**src/rtl/datapath.sv**
```systemverilog
// Accumulator datapath: ADDI/LDI/MOVB/OUT on A, B and carry C, with a small
// output FIFO whose pushes are dropped (sticky overflow) when full and not draining.
module datapath #(
   parameter int DATA_WIDTH   = 4,
   parameter int INST_WIDTH   = 8,
   parameter int OPCODE_WIDTH = 2,
   parameter int FIFO_DEPTH   = 2
) (
   input  logic                  clk,
   input  logic                  rst,
   input  logic [INST_WIDTH-1:0] inst,
   output logic                  alu_cout,
   output logic [DATA_WIDTH-1:0] out_data,
   output logic                  out_valid,
   input  logic                  out_ready,
   output logic                  overflow
);

   localparam int CW = $clog2(FIFO_DEPTH + 1);
   localparam logic [CW-1:0] FULL = CW'(FIFO_DEPTH);

   logic [OPCODE_WIDTH-1:0] opcode;
   logic [1:0]              funct;
   logic [DATA_WIDTH-1:0]   imm;
   logic [DATA_WIDTH:0]     sum;

   logic [DATA_WIDTH-1:0] a_q, a_d, b_q, b_d;
   logic                  c_q, c_d;
   logic [DATA_WIDTH-1:0] ent_q [FIFO_DEPTH];
   logic [DATA_WIDTH-1:0] ent_d [FIFO_DEPTH];
   logic [CW-1:0]         cnt_q, cnt_d, wr_idx;
   logic                  ovf_q, ovf_d;
   logic                  push, pop, push_ok;

   assign opcode = inst[INST_WIDTH-1 -: OPCODE_WIDTH];
   assign funct  = inst[INST_WIDTH-OPCODE_WIDTH-1 -: 2];
   assign imm    = inst[DATA_WIDTH-1:0];
   assign sum    = {1'b0, a_q} + {1'b0, imm};

   always_comb begin
      a_d  = a_q;
      b_d  = b_q;
      c_d  = c_q;
      push = 1'b0;
      if (opcode == '0) begin
         unique case (funct)
            2'b00:   {c_d, a_d} = sum;
            2'b01:   a_d = imm;
            2'b10:   b_d = a_q;
            default: push = 1'b1;
         endcase
      end
   end

   // Shift-register FIFO: entry 0 is the head, a pop shifts before the write lands.
   assign pop     = (cnt_q != '0) && out_ready;
   assign push_ok = push && ((cnt_q != FULL) || pop);
   assign wr_idx  = cnt_q - {{(CW-1){1'b0}}, pop};

   always_comb begin
      ent_d = ent_q;
      ovf_d = ovf_q;
      if (pop) begin
         for (int i = 0; i < FIFO_DEPTH - 1; i++) ent_d[i] = ent_q[i+1];
      end
      if (push_ok) begin
         for (int i = 0; i < FIFO_DEPTH; i++) begin
            if (CW'(i) == wr_idx) ent_d[i] = a_q;
         end
      end else if (push) begin
         ovf_d = 1'b1;
      end
      cnt_d = cnt_q + {{(CW-1){1'b0}}, push_ok} - {{(CW-1){1'b0}}, pop};
   end

   always_ff @(posedge clk) begin
      if (rst) begin
         a_q   <= '0;
         b_q   <= '0;
         c_q   <= 1'b0;
         cnt_q <= '0;
         ovf_q <= 1'b0;
         for (int i = 0; i < FIFO_DEPTH; i++) ent_q[i] <= '0;
      end else begin
         a_q   <= a_d;
         b_q   <= b_d;
         c_q   <= c_d;
         cnt_q <= cnt_d;
         ovf_q <= ovf_d;
         ent_q <= ent_d;
      end
   end

   assign alu_cout  = c_q;
   assign out_data  = ent_q[0];
   assign out_valid = (cnt_q != '0);
   assign overflow  = ovf_q;

endmodule

```
**config.mk**
```make
export PLATFORM = sky130hd
export DESIGN_NAME = datapath
export DESIGN_NICKNAME = d
export VERILOG_FILES = /design/src/rtl/datapath.sv
export SDC_FILE = /design/constraint.sdc
export NUM_CORES = 1
export LEC_CHECK = 0
export BUFFER_PORTS_ARGS = -buffer_cell sky130_fd_sc_hd__clkbuf_2
export CAP_MARGIN = 40
export CORE_MARGIN = 2
export CORE_UTILIZATION = 35
export DETAILED_ROUTE_END_ITERATION = 10
export PLACE_DENSITY_LB_ADDON = 0.05
export RECOVER_POWER = 100
export REMOVE_ABC_BUFFERS = 1
export SLEW_MARGIN = 20
export SYNTH_ARGS = -nofsm -noshare
export SYNTH_HDL_FRONTEND = slang
export SYNTH_SLANG_ARGS = --single-unit
```
**constraint.sdc**
```tcl
create_clock -name clk -period 5.9 [get_ports clk]
set_clock_uncertainty 0.2 [all_clocks]
set_input_delay 0.885 -clock clk [delete_from_list [all_inputs] [get_ports clk]]
set_output_delay 0.885 -clock clk [all_outputs]
set_load 0.005 [all_outputs]
```
==> results of run 1 <==
per-stage QoR:
stage	setup WS (ns)	instance area, sq um
2_1_floorplan	3.27	871
3_3_place_gp	2.95	993
3_5_place_dp	2.93	993
4_1_cts	3.23	1030
5_1_grt	2.22	1000
6_report	2.50	1000
critical path: stages:
cell	delay, ns
clkbuf_1	0.26
nor4bb_1	1.17
nand3_1	0.14
o21ai_0	0.13
nor2_1	0.06
ha_1	0.18
xor2_1	0.14
or3_1	0.31
a21oi_1	0.14
cell families after synthesis:
kind of cell | count (synthesis)
multiplexers | 10
flip-flops | 16
XOR/XNOR | 3
buffers and inverters | 9
AO/OA/AOI/OAI | 21
adder cells (fa/ha/maj) | 6
AND/OR/NAND/NOR | 33
state kept, by name (all words and copies together) (netlist names):
register / count
ent_q: 4
cnt_q: 2
alu_cout: 1
a_q: 4
overflow: 1
out_data: 4
cells in the final DEF, fill, tap and decap left out, types with 2 or more instances in the layout:
| master | instances |
|---|---|
| or3_1 | 2 |
| and3b_1 | 2 |
| a21oi_1 | 5 |
| a211oi_1 | 7 |
| nor3_1 | 2 |
| mux2i_1 | 10 |
| nand3_1 | 2 |
| xor2_1 | 2 |
| ha_1 | 5 |
| o21ai_0 | 4 |
| clkbuf_2 | 12 |
| nor2_1 | 17 |
| dfxtp_1 | 16 |
| clkbuf_1 | 5 |
| clkbuf_4 | 3 |
worst max-delay path by stage:
stage | start | endpoint | slack [ns] | cells past startpoint
floorplan | inst[4] | cnt_q[1] | 3.27 | 8
global placement | inst[4] | cnt_q[1] | 2.95 | 9
detailed placement | inst[4] | cnt_q[1] | 2.93 | 9
CTS | inst[4] | cnt_q[1] | 3.23 | 9
global route | inst[4] | cnt_q[1] | 2.22 | 9
finish | inst[4] | cnt_q[1] | 2.50 | 9
power breakdown:
| part | internal [mW] | switching [mW] |
|---|---|---|
| Clock | 0.0375 | 0.0350 |
| Combinational | 0.0400 | 0.0368 |
| Sequential | 0.118 | 0.0145 |
| Total | 0.195 | 0.0863 |
metal layers:
layer / GRT usage (%) / up-vias / share of wire (%) / wire (um)
met5: 0 / - / 0 / 0
li1: - / 375 / - / -
met2: 17.0 / 13 / 44 / 749
met1: 17.6 / 317 / 51 / 866
met4: 6.27 / 0 / 1.1 / 19
met3: 1.17 / 2 / 3.0 / 51
cell type report:
class	instances	area [sq um]	share of cell area, %
clock buffer	4	36.3	3.62
multi-input combinational	73	526	52.4
inverter	1	3.75	0.375
sequential	16	320	32.0
tap	30	37.5	3.75
timing repair buffer	17	78.8	7.87
==> metrics, run 1 <==
status=complete, no violations; via count=around 700; CTS clock-pin slew for the worst setup and hold paths=0.09 ns; WL/cell=between 10 and 15 um; Max Clk Rate=0.294 GHz; core area=approximately 2500 sq um; Top Ports=18; Via-to-Cell Ratio=~5.0; Final #Nets=about 130; nature of the critical path startpoint=input pin; clk sink count=16; largest net degree at the start of global routing=17; power density over the cells=281 nW/um^2; Post-synth EDFFs=0; ANT nets after route=0; DP Cell Count=137; post-synthesis simple-gate area fraction=21.3%; HPWL Detailed=1.30 mm; synth cell count leaders=17 x nor2_1, 16 x dfxtp_1, 10 x mux2i_1; Yosys Warn Count=0; cell area after synthesis=between 900 and 1000 sq um; final max-slew violation count=0; top-area cell type share of the netlist area=34.5%; Setup Crit Path Kind=in2reg; die area=a little over 3000 sq um; post-synthesis sequential area ratio=34.5%; Relative slew margins=9.03%; CTS tree=done; hold path endpoint=overflow; Root Driver=clkbuf_4; CTS resizes=0; worst r2r src=cnt_q[0]; post-synthesis adder-cell area fraction=8.89%; initial antenna violation count=0; Hold WC Path Type=reg2reg; worst hold slack=0.283 ns; row cnt=18; GRT Util Overall=12.0%; ant diodes=0; flop-to-flop setup slack=~4.0 ns; Post-Route Utilization=40.1%; cell taking the most area after synthesis=dfxtp_1; worst slew pin tran=around 1.3 ns; unrepaired setup endpoints after global routing=false; DRT Wirelength=1.69 mm; number of library cell types mapped by synthesis=33; CTS H-tree depth=1; Async SR Flop Fraction=0%; Compound-Gate Fraction of Synth Area=15.1%; drt first pass iters=4; post-layout minimum cycle time=3.40 ns; XOR/XNOR Fraction of Synth Area=roughly 2.8%; drt drc=0; worst path required time=5.91 ns; Cells after Synth=a little under 100; Lkg Pwr=0.482 nW; endpoints failing hold=0; Crit Path Max Fanout=8; postcts setup bufs=0; crit end category=flip-flop; count leader, synth=nor2_1; vias in the first global route=640; grt total ovfl=0; Final GP Congestion=0.679; Critical Path AT=3.42 ns; Starting Density=37.1%; hold_buf cts=0; endpoints failing setup=0; fillcell total=267; min-delay src=overflow; area grow syn2layout=7.95%; Max Cap Viol=0; multiplexer area fraction after synthesis=between 10 and 15%; clock tree buffer depth=2; hold path depth=2; layout cells sized above 1=18.0%; Tot Pwr=0.281 mW; Post-Syn Area per Cell=roughly 9.5 sq um; largest family of logic cells by synthesized area=simple AND/OR/NAND/NOR gates; Peak VDD IR=0.173 mV; Fin Setup TNS=0 ns; top_reg_cell synth=dfxtp_1; cts bufs inserted=3; I/O Buffers=17; DR iter-0 viols=7; Tcrit/Tclk final=around 58%; die height=around 56 um; R2R depth=4; Worst-Skew Late Latency=0.28 ns; ranking of synthesized cells by area=dfxtp_1 35%, mux2i_1 11%, nor2_1 6.9%; reg-to-reg endpoint=ent_q[1]; register bit total from synthesis=16; Horiz. Die Dim=55.5 um; first-pass GRT wire length=3.03 mm; final non-filler cell total=141
No activity file was read; power rests on OpenSTA's default activity.
==> run 2: changes to the inputs <==
- clock period: 5.9 -> 3.33 ns (I/O delays scaled with it)
==> run 2 against run 1 <==
  * First-iteration DRC count grew 86%
  * Die area unchanged
  * Core utilization rose by 0.25 points
  * Largest power group unchanged
  * Sequential share of layout area decreased by 0.20 points
  * Register-to-register slack got worse by 2.6 ns
  * Clock power grew 79%
  * Power up 77%
  * Highest routed layer unchanged
  * Count of clock-buffer cells in the layout stayed put
  * Critical path depth stayed put
  * Final cell count unchanged
  * Cell area up 0.62%
  * Largest cell class unchanged
==> metrics, run 2 (synthesis results as in run 1) <==
status=complete, no violations (unchanged); drt drc=0 (unchanged); row cnt=18 (unchanged); postcts setup bufs=0 (unchanged); die height=55.5 um (unchanged); crit-path leading delay family=simple AND/OR/NAND/NOR gates (unchanged); Final #Nets=129 (unchanged); initial antenna violation count=0 (unchanged); WL/cell=12.1 um (was 12.0 um); Root Driver=clkbuf_4 (unchanged); worst slew pin tran=0.817 ns (was 1.35 ns); most frequent cells in the layout=17 x nor2_1, 16 x dfxtp_1, 15 x clkbuf_2, 10 x mux2i_1, 7 x a211oi_1 (was 17 x nor2_1, 16 x dfxtp_1, 12 x clkbuf_2, 10 x mux2i_1, 7 x a211oi_1); layout cells sized above 1=20.7% (was 18.0%); worst path required time=3.35 ns (was 5.91 ns); FF/Latch Area=320 sq um (unchanged); Fin Setup TNS=0 ns (unchanged); Max Clk Rate=0.424 GHz; Final GP Congestion=0.679 (unchanged); nature of the critical path startpoint=input pin (unchanged); CTS tree=done (unchanged); post-layout minimum cycle time=2.36 ns; crit end category=flip-flop (unchanged); critical-path cell list=clkbuf_1, nor4bb_4, xor2_1, nor2_1, nor2_1, ha_1, xor2_1, or3_1, a21oi_1 (was clkbuf_1, nor4bb_1, nand3_1, o21ai_0, nor2_1, ha_1, xor2_1, or3_1, a21oi_1); Starting Density=37.1% (unchanged); GR met2 Demand/Resource=18.0% (was 17.0%); Psw=0.153 mW (was 0.0863 mW); routing usage on met3=1.64% (was 1.17%); commonest non-fill, non-tap cell in the layout=nor2_1 (unchanged); clk sink count=16 (unchanged); Tcrit/Tclk final=70.8%; Horiz. Die Dim=55.5 um (unchanged); CTS H-tree depth=1 (unchanged); drt first pass iters=4 (unchanged); design internal power=0.344 mW (was 0.195 mW); Top Ports=18 (unchanged); hold_buf cts=0 (unchanged); vias in the first global route=651 (was 640); endpoints failing hold=0 (unchanged); unrepaired setup endpoints after global routing=false (unchanged); Crit Path Max Fanout=8 (unchanged); DR iter-0 viols=13 (was 7); Slowest-stage cell, CP=nor4bb_4 (was nor4bb_1); hold path endpoint=overflow (unchanged); PnR worst setup slack=0.972 ns (was 2.50 ns); DRT Wirelength=1.71 mm (was 1.69 mm); Critical Path AT=2.38 ns (was 3.42 ns); endpoints failing setup=0 (unchanged); Gate power share=26.9% (was 27.3%); R2R depth=4 (unchanged); min-delay src=overflow (unchanged); cts bufs inserted=3 (unchanged); Relative slew margins=45.0% (was 9.03%); Hold WC Path Type=reg2reg (unchanged); worst path buffer plus inverter count=1 (unchanged); die area=3080 sq um (unchanged); fillcell total=261 (was 267); I/O Buffers=17 (unchanged); Worst path max stage delay=0.54 ns (was 1.17 ns); Post-Route Utilization=40.3% (was 40.1%); clock tree buffer depth=2 (unchanged); met1 usage=17.5% (was 17.6%); area of the multi-input gates=528 sq um (was 526 sq um); CTS clock-pin slew for the worst setup and hold paths=0.10 ns (was 0.09 ns); via count=715 (was 707); Via-to-Cell Ratio=5.07 (was 5.01); Setup Crit Path Kind=in2reg (unchanged); Flop pwr share=47.0% (was 46.9%); Peak VDD IR=0.312 mV (was 0.173 mV); sw frac=30.8% (was 30.7%); first-pass GRT wire length=3.08 mm (was 3.03 mm); Max Cap Viol=0 (unchanged); Clk pwr share=26.1% (was 25.8%); GRT Util Overall=12.2% (was 12.0%); final max-slew violation count=0 (unchanged); Place WS=0.728 ns (was 2.93 ns); flop-to-flop setup slack=1.37 ns (was 4.00 ns); Worst-Skew Late Latency=0.28 ns (about the same); GR peak layer=met2 (was met1); ANT nets after route=0 (unchanged); core area=2500 sq um (unchanged); worst r2r src=cnt_q[0] (unchanged); HPWL Detailed=1.32 mm (was 1.30 mm); reg-to-reg endpoint=ent_q[1] (unchanged); power density over the cells=493 nW/um^2 (was 281 nW/um^2); hold path depth=2 (unchanged); Lkg Pwr=0.497 nW (was 0.482 nW); ant diodes=0 (unchanged); largest net degree at the start of global routing=17 (unchanged); area grow syn2layout=8.63% (was 7.95%); CTS resizes=0 (unchanged); grt total ovfl=0 (unchanged)
[run 2: cell count changes in the layout (fill, tap and decap cells not counted)]
cell	before	now
nor4bb_1	1	0
clkbuf_2	12	15
nand3b_1	0	1
nand3b_4	1	0
clkbuf_1	5	2
nor4bb_4	0	1
[run 2: worst max-delay path by stage]
stage	startpoint	end	slack, ns	depth (start not counted)
detailed placement	inst[4]	cnt_q[1]	0.73	9
floorplan	inst[4]	cnt_q[1]	1.08	8
global route	inst[4]	cnt_q[1]	0.72	9
CTS	inst[4]	cnt_q[1]	1.03	9
global placement	inst[4]	cnt_q[1]	0.76	9
finish	inst[4]	cnt_q[1]	0.97	9
[run 2: metrics by stage]
step / hold slack, ns / cell area (sq um) / std cells / total power [mW]
2_1_floorplan: 0.255 / 871 / 90 / 0.339
3_3_place_gp: 0.257 / 993 / 137 / 0.386
3_5_place_dp: 0.265 / 993 / 137 / 0.387
4_1_cts: 0.288 / 1030 / 141 / 0.519
5_1_grt: 0.327 / 1010 / 141 / 0.541
6_report: 0.281 / 1010 / 141 / 0.497
[run 2: worst reg2reg max path, stage by stage (launching register included)]
cell and delay, ns:
dfxtp_1 0.47, and3b_1 0.21, o21ai_0 0.65, mux2i_1 0.27
nor2_1 0.05
[run 2: power by group through the flow]
stage	clock (mW)	combinational, mW	sequential [mW]
global placement	0	0.146	0.240
detailed placement	0	0.147	0.240
finish	0.130	0.134	0.233
floorplan	0	0.107	0.232
CTS	0.136	0.147	0.235
global route	0.146	0.156	0.239
[run 2: layout make-up]
type	instances	area share (%)
inverter	1	0.372
multi-input combinational	73	52.4
clock buffer	4	3.60
sequential	16	31.8
tap	30	3.72
timing repair buffer	17	8.19
[run 2: routing by layer]
layer | vias up | share of wire (%)
met4 | 0 | 1.2
met5 | - | 0
li1 | 374 | -
met1 | 328 | 52
met2 | 11 | 44
met3 | 2 | 2.6
